File: src/rtl/loader_pkg.sv
// Shared types and constants for the boot-time program loader.
package loader_pkg;

   typedef enum logic [2:0] {
      HEADER = 3'd0,
      LOAD   = 3'd1,
      WRITE  = 3'd2,
      RUN    = 3'd3,
      ERROR  = 3'd4
   } state_t;

   localparam int unsigned BYTES_PER_WORD = 4;
   localparam int unsigned WORD_W         = 32;

   // Bytes arrive MSB first, so each new byte enters at the bottom.
   function automatic logic [WORD_W-1:0] pack_byte(input logic [WORD_W-1:0] word,
                                                   input logic [7:0]        data);
      return {word[WORD_W-9:0], data};
   endfunction

endpackage

File: src/rtl/byte_packer.sv
// Four-byte shift register that assembles one instruction word, with byte counter.
module byte_packer
   import loader_pkg::*;
(
   input  logic              clk,
   input  logic              reset,
   input  logic              shift_en,
   input  logic              clear,
   input  logic [7:0]        data,
   output logic [WORD_W-1:0] word,
   output logic              full
);

   logic [1:0] cnt;

   // Asserted while the next shift completes a word.
   assign full = (cnt == 2'(BYTES_PER_WORD - 1));

   always_ff @(posedge clk or negedge reset) begin
      if (!reset) begin
         word <= '0;
         cnt  <= '0;
      end else if (clear) begin
         word <= '0;
         cnt  <= '0;
      end else if (shift_en) begin
         word <= pack_byte(word, data);
         cnt  <= cnt + 2'd1;
      end
   end

endmodule

File: src/rtl/program_loader.sv
// Streams a length-prefixed byte image into instruction memory, holding the CPU in reset until done.
module program_loader
   import loader_pkg::*;
#(
   parameter int unsigned ADDR_WIDTH = 6
)
(
   input  logic                  clk,
   input  logic                  reset,
   input  logic                  load_start,
   input  logic                  in_valid,
   input  logic [7:0]            in_data,
   output logic                  in_ready,
   output logic                  imem_we,
   output logic [ADDR_WIDTH-1:0] imem_addr,
   output logic [WORD_W-1:0]     imem_wdata,
   output logic                  cpu_reset,
   output logic                  done,
   output logic                  error
);

   localparam int unsigned DEPTH = 1 << ADDR_WIDTH;
   localparam int unsigned CNT_W = ADDR_WIDTH + 1;

   state_t           state;
   state_t           state_next;
   logic [CNT_W-1:0] word_cnt;
   logic [7:0]       n_words;
   logic             xfer;
   logic             pk_shift;
   logic             pk_clear;
   logic             pk_full;

   assign xfer = in_valid & in_ready;

   // The packer's word register doubles as the registered write-data output.
   byte_packer u_packer (
      .clk      (clk),
      .reset    (reset),
      .shift_en (pk_shift),
      .clear    (pk_clear),
      .data     (in_data),
      .word     (imem_wdata),
      .full     (pk_full)
   );

   always_ff @(posedge clk or negedge reset) begin
      if (!reset) state <= HEADER;
      else        state <= state_next;
   end

   always_comb begin
      state_next = state;
      pk_shift   = 1'b0;
      pk_clear   = 1'b0;
      case (state)
         HEADER: begin
            if (xfer) begin
               pk_clear = 1'b1;
               if (in_data == 8'd0)          state_next = RUN;
               else if (32'(in_data) > DEPTH) state_next = ERROR;
               else                          state_next = LOAD;
            end
         end
         LOAD: begin
            if (xfer) begin
               pk_shift = 1'b1;
               if (pk_full) state_next = WRITE;
            end
         end
         WRITE: begin
            if (32'(word_cnt) + 32'd1 == 32'(n_words)) state_next = RUN;
            else                                      state_next = LOAD;
         end
         RUN, ERROR: begin
            if (load_start) state_next = HEADER;
         end
         default: state_next = HEADER;
      endcase
   end

   // Outputs are registered from the next state so they line up with the state they describe.
   always_ff @(posedge clk or negedge reset) begin
      if (!reset) begin
         word_cnt  <= '0;
         n_words   <= '0;
         in_ready  <= 1'b0;
         imem_we   <= 1'b0;
         imem_addr <= '0;
         cpu_reset <= 1'b1;
         done      <= 1'b0;
         error     <= 1'b0;
      end else begin
         in_ready  <= (state_next == HEADER) || (state_next == LOAD);
         imem_we   <= (state_next == WRITE);
         cpu_reset <= (state_next != RUN);
         done      <= (state_next == RUN);
         error     <= (state_next == ERROR);
         if (state == HEADER && xfer) begin
            n_words  <= in_data;
            word_cnt <= '0;
         end
         if (state == WRITE) word_cnt <= word_cnt + CNT_W'(1);
         if (state_next == WRITE) imem_addr <= word_cnt[ADDR_WIDTH-1:0];
      end
   end

endmodule

File: config.mk
export PLATFORM = sky130hd
export DESIGN_NAME = program_loader
export DESIGN_NICKNAME = d
export VERILOG_FILES = /design/src/rtl/loader_pkg.sv /design/src/rtl/byte_packer.sv /design/src/rtl/program_loader.sv
export SDC_FILE = /design/constraint.sdc
export NUM_CORES = 1
export LEC_CHECK = 0
export ABC_AREA = 1
export CAP_MARGIN = 25
export CORE_UTILIZATION = 40
export DETAILED_ROUTE_END_ITERATION = 6
export HOLD_SLACK_MARGIN = 0.06
export PLACE_DENSITY = 0.71
export SLEW_MARGIN = 20
export SYNTH_ARGS = -nofsm -noshare
export SYNTH_HDL_FRONTEND = slang
export SYNTH_SLANG_ARGS = --single-unit
File: constraint.sdc
create_clock -name clk -period 1.4 [get_ports clk]
set_input_delay 0.42 -clock clk [delete_from_list [all_inputs] [get_ports clk]]
set_output_delay 0.42 -clock clk [all_outputs]
set_load 0.05 [all_outputs]
# Yosys cells after proc, flatten, opt, wreduce, memory -nomap -nowiden
# Cells that the tools add are included.
[word_totals]
out_inout_bits = 43
in_bits = 12
word_cells = 52
reg_bits = 63
[classes]
magnitude_cmp = 1
add_sub_neg = 3
eq_ne = 11
n_mux = 17
bitwise = 1
reduce_logical = 8
[op_table]
columns = ["cell", "count"]
rows = [
  ["$mux W32", 2],
  ["$mux W3", 6],
  ["$mux W7", 2],
  ["$eq A3 B2 Y1 const B", 4],
  ["$pmux W3 S4", 1],
  ["$add A7 B1 Y8 const B", 1],
  ["$eq A8 B8 Y1", 1],
  ["$gt A8 B7 Y1 const B", 1],
  ["$logic_not A8 Y1", 1],
  ["$add A7 B1 Y7 const B", 1],
  ["$eq A3 B1 Y1 const B", 2],
  ["$eq A3 B3 Y1 const B", 2],
  ["$logic_not A3 Y1", 2],
  ["$mux W2", 3],
  ["$reduce_bool A2 Y1", 2],
  ["$mux W1", 3],
  ["$ne A3 B2 Y1 const B", 1],
  ["$add A2 B1 Y2 const B", 1],
  ["$eq A2 B2 Y1 const B", 1],
  ["$reduce_or A2 Y1", 1],
  ["$and A1 B1 Y1", 1],
  ["$logic_and A1 B1 Y1", 1],
  ["$logic_or A1 B1 Y1", 1],
]

# Depth between registers and ports, before layout
# Gate-level depths: netlist (run 1).
[logic_depth]
word_depth = 7
depth_mapped = 12
ltp_nobuf = 12

# Hierarchy
# Synthesis (run 1) repeated with hierarchy kept, for this count alone.
[unflattened]
hier_cells = 340
hier_area_um2 = 2945.3
[by_module_without_submodules]
columns = ["mod", "area_each_um2", "cells_each", "seq_area_each_um2", "n_inst"]
rows = [
  ["byte_packer", 1481.4, 150, 850.8, 1],
  ["program_loader", 1463.9, 190, 726.9, 1],
]

# Worst setup path after synthesis (run 1)
# No wires, ideal clock.
[synth_path]
path_kind = "register -> register"
start = "reg in_ready"
end = "reg in_ready"
arrival_time_ns = 1.563
period_less_slack_ns = 1.688
path_slack_ns = -0.288
path_stages_with_launch = 9
setup_time_ns = 0.125
n_path_buf = 0
t_required_ns = 1.275
cell_sequence = "dfrtp_1 -> nand2_1 -> nor2_4 -> inv_2 -> or2_1 -> nor2_1 -> nor2_1 -> nand2_1 -> nor2_1"
[synth_via]
elab_chain_len = 5
elab_cells_between_ends = 7
classes_between = "1 x eq/ne; 3 x mux; 1 x bitwise; 2 x reduce/logical"
[synth_rtl]
columns = ["item", "line_no", "source"]
rows = [
  ["start: declaration", "program_loader.sv:13", "output logic in_ready,"],
  ["start signal: assignment", "program_loader.sv:94", "in_ready <= (state_next == HEADER) || (state_next == LOAD);"],
  ["$and A1 B1 Y1 (*)", "program_loader.sv:34", "assign xfer = in_valid & in_ready;"],
  ["$mux W3, on equally long branches", "program_loader.sv:66, program_loader.sv:58", ""],
  ["$pmux W3 S4 (*)", "program_loader.sv:56", "case (state)"],
  ["named net state_next[1]", "program_loader.sv:26", "state_t state_next;"],
  ["$eq A3 B1 Y1 or $logic_not A3 Y1 (tied branches)", "program_loader.sv:94", ""],
  ["$logic_or A1 B1 Y1 (*)", "program_loader.sv:94", ""],
]
# The timed path passes the listed nets; every way through them passes the cells marked *.
# A chain may end at the register's enable or synchronous reset.

# Worst setup path in the final report (run 1)
[layout_path]
start = "reg word_cnt[1]"
end = "reg in_ready"
[layout_via]
elab_chain_len = 6
elab_cells_between_ends = 7
classes_between = "1 x add/sub; 2 x eq/ne; 2 x mux; 2 x reduce/logical"
[layout_rtl]
columns = ["item", "line_no", "source"]
rows = [
  ["start: declaration", "program_loader.sv:27", "logic [CNT_W-1:0] word_cnt;"],
  ["start signal: assignment", "program_loader.sv:103", "if (state == WRITE) word_cnt <= word_cnt + CNT_W'(1);"],
  ["$add A7 B1 Y8 (*)", "program_loader.sv:72", "if (32'(word_cnt) + 32'd1 == 32'(n_words)) state_next = RUN;"],
  ["$eq A8 B8 Y1 (*)", "program_loader.sv:72", ""],
  ["$mux W2 (*)", "program_loader.sv:72", ""],
  ["$pmux W3 S4 (*)", "program_loader.sv:56", ""],
  ["named net state_next[1]", "program_loader.sv:26", ""],
  ["$eq A3 B1 Y1 or $logic_not A3 Y1 (tied branches)", "program_loader.sv:94", ""],
  ["$logic_or A1 B1 Y1 (*)", "program_loader.sv:94", ""],
]
# Marks and branches as above.

==> results of run 1 <==
worst max-delay path, stage by stage (launching register included):
cell	delay, ps
dfrtp_2	450
buf_4	150
nand3_1	100
nand2_1	80
nand2_1	90
nand2_1	50
nand2_1	80
nand3_1	100
nor2_1	130
nand2_2	100
nand2_2	80
nor2_1	40
kinds of logic after synthesis:
| family | synth area share (%) |
|---|---|
| compound gates | 14.8 |
| flops | 58.9 |
| buf+inv | 9.24 |
| simple gates | 15.8 |
| xor+xnor | 0.327 |
| fa+ha+maj | 0.934 |
cells in the mapped netlist, types with 2 or more instances:
cell       n
inv_1     52
nor2_1    14
a21oi_1    3
nand3_1   16
o21ai_1    6
inv_2      5
clkbuf_1   5
a22oi_1   33
ha_1       2
nor3_1     3
nand2_1   55
buf_2      3
o22ai_1    5
dfrtp_1   62
o21ai_0   10
power groups by stage:
| stage | Clock (uW) | Sequential, uW | Combinational [uW] |
|---|---|---|---|
| global placement | 0 | 3040 | 4560 |
| detailed placement | 0 | 3050 | 4640 |
| CTS | 1900 | 3030 | 4940 |
| finish | 1890 | 3110 | 5360 |
| floorplan | 0 | 4090 | 1090 |
| global route | 1980 | 3180 | 5630 |
per-stage QoR:
| step | utilization (%) | cells | cell area, um2 |
|---|---|---|---|
| after CTS | 68.0 | 464 | 4370 |
| after global placement | 62.4 | 443 | 4010 |
| final | 71.6 | 471 | 4600 |
| after floorplan | - | 288 | 2700 |
| after detailed placement | 62.4 | 443 | 4010 |
| after global routing | 71.6 | 471 | 4600 |
metal layers:
layer  part of all wire, %  vias to the layer above  track usage, %
li1                      -                     1149               -
met1                    44                     1202            27.8
met2                    51                       60            32.4
met3                   2.8                       12            3.36
met4                   2.0                        0            10.8
met5                     0                        -               0
sequential cells by signal (all words and copies together), names as in the netlist:
signal	count
u_packer.word	32
n_words	8
word_cnt	7
imem_addr	6
state	3
u_packer.cnt	2
cpu_reset	1
done	1
error	1
imem_we	1
in_ready	1
repair_timing:
item                       4_1_cts  5_1_grt
setup endpoints to repair       50       62
buffers inserted                 3        6
gates resized for setup         18       46
cloned                           2        2
pin swaps                        6        6
final cells by class:
cell class | instances | share of cell area, %
Sequential cell | 63 | 34.8
Timing Repair Buffer | 98 | 30.5
Multi-Input combinational cell | 160 | 22.8
Inverter | 57 | 4.65
Clock buffer | 10 | 2.77
Clock inverter | 6 | 2.37
Tap cell | 77 | 2.09
worst max-delay path by stage:
stage | from | endpoint | slack, ps | depth (start not counted)
2_1_floorplan | state[1]$_DFF_PN0_ | in_ready$_DFF_PN0_ | -20 | 9
3_3_place_gp | in_data[2] | done$_DFF_PN0_ | -420 | 6
3_5_place_dp | in_data[2] | cpu_reset$_DFF_PN1_ | -490 | 7
4_1_cts | word_cnt[1]$_DFFE_PN0P_ | in_ready$_DFF_PN0_ | -140 | 9
5_1_grt | word_cnt[1]$_DFFE_PN0P_ | in_ready$_DFF_PN0_ | -270 | 11
6_report | word_cnt[1]$_DFFE_PN0P_ | in_ready$_DFF_PN0_ | -180 | 11
==> flow_summary_export.csv, run 1 <==
group,metric,value,unit
synthesis,synth_edf_count,0,
run_status,failed_checks,"design-rule violations, negative setup slack",
pwr,p_comb_share,51.8,%
clock_tree,clock-sinks,63,
cells_and_area,final_nets,403,
synthesis,synth_cell_types,29,
timing,timing.final.max_slew_violations,0,
pwr,internal_power,6170,uW
clock_tree,ctsHoldBuffers,0,
timing,tns,-1020,ps
drt,vias_per_cell,5.14,
die,core-area,0.00642,mm2
synthesis,synth_top_cell_by_area,"dfrtp_1",
clock_tree,root_buffer,"clkbuf_8",
drt,drt_iter0_drc,189,
global_routing,antenna_found_initial,0,
synthesis,synth_nets,302,
worst_setup_path,regToRegStartpoint,"word_cnt[1]$_DFFE_PN0P_",
placed_design,routabilityCongestion,0.859,
clock_tree,cts_max_path_buffers,2,
die,pin_count,55,
timing,fmax,635,MHz
global_routing,gr-total-overflow,0,
drt,dr.pass1.iters,6,
drt,wl_per_cell,15.4,um
cells_and_area,seq_area,0.00160,mm2
timing,hold_viol,0,
pwr,ir_drop,1.77,mV
timing,skew,8.27,ps
synthesis,yosysWarnings,0,
worst_setup_path,crit_required,1620,ps
min_path,holdCritPathClass,"in2async",
global_routing,grt_pass1_wl,11.1,mm
die,start_util,41.7,%
drt,vias,2423,
global_routing,grt_pass1_vias,2305,
pwr,power_density,2250,mW/mm2
pwr,p_leak,0.00228,uW
cells_and_area,layout_commonest_cell,"inv_1",
cells_and_area,fill_cells,389,
clock_tree,cts_tree,"built",
pwr,total_power,10400,uW
synthesis,yosys.area.top_type_share,57.9,%
pwr,p_switching,4190,uW
placed_design,dpl.hpwl,4.63,mm
worst_setup_path,cp_max_fo,4,
drt,ant_nets,0,
worst_setup_path,startpoint_type,"flop",
pwr,sequentialPowerShare,30.0,%
timing,finalSetupViolations,31,
synthesis,ys.flop_type,"dfrtp_1",
synthesis,syn_avg_cell_area,9.31,um2
cells_and_area,layout_common_cells,"inv_1 (52), nand2_1 (49), buf_12 (45)",
clock_tree,htreeDepth,3,
worst_setup_path,critPathCaptureType,"flop",
synthesis,netlist_area,0.00268,mm2
timing,fin_crit_sh,113,%
pwr,p_clk_share,18.2,%
clock_tree,cts.clk_slew.worst_paths,70,ps
cells_and_area,antenna_cells,0,
pwr,p_sw_share,40.5,%
die,die_x,83.9,um
timing,slew_headroom,71.7,%
timing,whs,87.0,ps
clock_tree,insertion_delay,340,ps
global_routing,grt_max_degree,35,
synthesis,yosysSeqAreaShare,58.9,%
worst_setup_path,worstPathArrival,1800,ps
timing,fin_crit,1580,ps
global_routing,grt_usage,20.7,%
timing,rsz0062_at_grt,"yes",
die,rows,29,
die,die_h,83.9,um
clock_tree,numCtsBuffers,9,
cells_and_area,drive_above_1_share,42.4,%
timing,fin_ws,-176,ps
synthesis,synthArstFlopShare,100,%
worst_setup_path,r2r_cells,11,
cells_and_area,multi_input_area,0.00105,mm2
drt,drc,2,
drt,routed_wl,7.24,mm
synthesis,ys_ff_latch,63,
placed_design,dp_slack,-492,ps
synthesis,syn_inst,288,
worst_setup_path,r2r_slack,-180,ps
flow_run,cap_violations,0,
worst_setup_path,timing.rr.end,"in_ready$_DFF_PN0_",
cells_and_area,area_growth,71.7,%
timing,tightestPinTransition,424,ps
worst_setup_path,crit_type,"reg2reg",
die,die-area,0.00703,mm2
placed_design,port_buffers,54,
synthesis,synth.area.top_cells,"dfrtp_1 (58%), a22oi_1 (9.2%), nand2_1 (7.7%)",
run_status,outcome,"finished, violations left",
Power figures use the tool's default switching activity.
==> run 2, diff against run 1 <==
--- a/config.mk
+++ b/config.mk
@@ -7,10 +7,11 @@
 export LEC_CHECK = 0
 export ABC_AREA = 1
 export CAP_MARGIN = 25
-export CORE_UTILIZATION = 40
+export CORE_UTILIZATION = 46
 export DETAILED_ROUTE_END_ITERATION = 6
 export HOLD_SLACK_MARGIN = 0.06
-export PLACE_DENSITY = 0.71
+export PLACE_DENSITY = 0.8
+export SETUP_SLACK_MARGIN = 0.1
 export SLEW_MARGIN = 20
 export SYNTH_ARGS = -nofsm -noshare
 export SYNTH_HDL_FRONTEND = slang
==> flow_summary_export.csv, run 2 (synthesized netlist as in run 1, its figures left out) <==
group,metric,value,unit
clock_tree,cts_tree,"built",
clock_tree,clock-sinks,63,
timing,fmax,524,MHz
worst_setup_path,r2r_slack,-510,ps
cells_and_area,largest_register,"u_packer.word",
drt,vias_per_cell,6.78,
timing,fin_ws,-507,ps
pwr,ir_drop,1.82,mV
cells_and_area,drive_above_1_share,55.9,%
timing,fin_crit_sh,136,%
worst_setup_path,crit_required,1690,ps
die,die-area,0.00614,mm2
die,die_h,78.3,um
cells_and_area,final_nets,456,
worst_setup_path,critPathCaptureType,"flop",
drt,dr.pass1.iters,6,
worst_setup_path,timing.rr.end,"cpu_reset$_DFF_PN1_",
cells_and_area,largest_reg_flops,32,
drt,drt_iter0_drc,641,
drt,wl_per_cell,31.0,um
die,rows,27,
worst_setup_path,startpoint_type,"flop",
worst_setup_path,cp_slowest_cell,"dfrtp_2",
clock_tree,cts_max_path_buffers,2,
timing,finalSetupViolations,75,
worst_setup_path,crit_path_end,"cpu_reset$_DFF_PN1_",
worst_setup_path,cp_max_fo,4,
drt,routed_wl,16.1,mm
drt,ant_nets,0,
worst_setup_path,crit_top_cell,"nand2_2",
timing,timing.final.max_slew_violations,0,
global_routing,gr-total-overflow,0,
placed_design,dp.cells,438,
timing,tns,-17490,ps
worst_setup_path,path_cells,"ha_4, inv_2, nand2_2, nand2_2, nand2_2, nand2_1, nor2_1, nand3_1, nor2_1, nand2_1, nand2_2, nand2_1",
worst_setup_path,crit_start,"word_cnt[1]$_DFFE_PN0P_",
global_routing,grt_usage,46.3,%
cells_and_area,layout_commonest_cell,"buf_4",
worst_setup_path,worstPathArrival,2200,ps
run_status,outcome,"finished, violations left",
min_path,holdCritPathClass,"in2async",
global_routing,grt_pass1_vias,3379,
drt,drc,0,
global_routing,grt_max_degree,64,
pwr,p_leak,0.00261,uW
timing,skew,24.6,ps
die,start_util,48.1,%
worst_setup_path,r2r_cells,12,
cells_and_area,layout_common_cells,"buf_4 (71), inv_1 (49), buf_12 (49)",
run_status,failed_checks,"negative setup slack",
timing,hold_viol,0,
timing,slew_headroom,71.4,%
worst_setup_path,cp.depth,12,
worst_setup_path,slowest_delay,450,ps
worst_setup_path,crit_type,"reg2reg",
clock_tree,htreeDepth,3,
cells_and_area,area_growth,95.1,%
pwr,power_density,2420,mW/mm2
drt,vias,3524,
worst_setup_path,regToRegStartpoint,"word_cnt[1]$_DFFE_PN0P_",
placed_design,routabilityCongestion,0.882,
global_routing,grt_pass1_wl,19.7,mm
flow_run,cap_violations,0,
timing,rsz0062_at_grt,"yes",
placed_design,port_buffers,54,
worst_setup_path,crit_family,"simple AND/OR/NAND/NOR gates",
clock_tree,numCtsBuffers,9,
worst_setup_path,cp_num_buf_inv,1,
die,core-area,0.00557,mm2
global_routing,antenna_found_initial,2,
placed_design,dp_slack,-407,ps
die,pin_count,55,
clock_tree,cts.clk_slew.worst_paths,90,ps
cells_and_area,top_regs,"u_packer.word: 32 flops, n_words: 8 flops, word_cnt: 7 flops",
timing,fin_crit,1910,ps
clock_tree,root_buffer,"clkbuf_8",
placed_design,dpl.hpwl,4.83,mm
timing,tightestPinTransition,426,ps
die,die_x,78.3,um
clock_tree,insertion_delay,370,ps
cells_and_area,fin_cells,520,
-- run 2: worst min path at each step --
stage	start	to	slack, ps	cells after the start
6_report	reset	u_packer.word[20]$_DFFE_PN0P_	40	2
5_1_grt	reset	u_packer.word[20]$_DFFE_PN0P_	60	2
4_1_cts	reset	u_packer.word[3]$_DFFE_PN0P_	80	2
3_5_place_dp	reset	imem_addr[5]$_DFFE_PN0N_	450	2
3_3_place_gp	reset	imem_addr[4]$_DFFE_PN0N_	450	2
2_1_floorplan	reset	done$_DFF_PN0_	120	0
-- run 2: repair_timing --
action                                  in CTS  in global routing
gates cloned                                 8                  0
pin swaps                                   16                 14
endpoints found under the setup margin      97                106
setup buffers                               43                 15
resized for setup                           86                 31
hold buffers                                 0                  0
-- run 2: power by group --
part	switching (uW)	internal, uW
sequential	774	2410
clock	879	690
combinational	4280	3600
-- run 2: final cells by class --
cell class                      count  area, um2
Clock inverter                      5       33.8
Sequential cell                    63       1600
Tap cell                           72       90.1
Clock buffer                       11        141
Inverter                           57        214
Antenna cell                        1       2.50
Multi-Input combinational cell    160       1210
Fill cell                         157        347
Timing Repair Buffer              151       1940
-- run 2: metrics by stage --
stage,total power (uW),area [um2],util (%),hold slack [ps]
global placement,7580,4020,72.1,453
detailed placement,7740,4020,72.1,455
floorplan,5210,2720,-,124
global route,12900,5230,93.7,56.3
CTS,11000,5020,90.1,83.4
finish,12600,5230,93.8,40.1
-- run 2: routing by layer --
layer | track usage, % | wire length (um) | vias up | part of all wire, %
met1 | 47.2 | 4780 | 1641 | 30
met2 | 72.9 | 7130 | 420 | 44
li1 | - | - | 1253 | -
met3 | 17.1 | 2230 | 210 | 14
met5 | 0 | 0 | - | 0
met4 | 43.9 | 1980 | 0 | 12
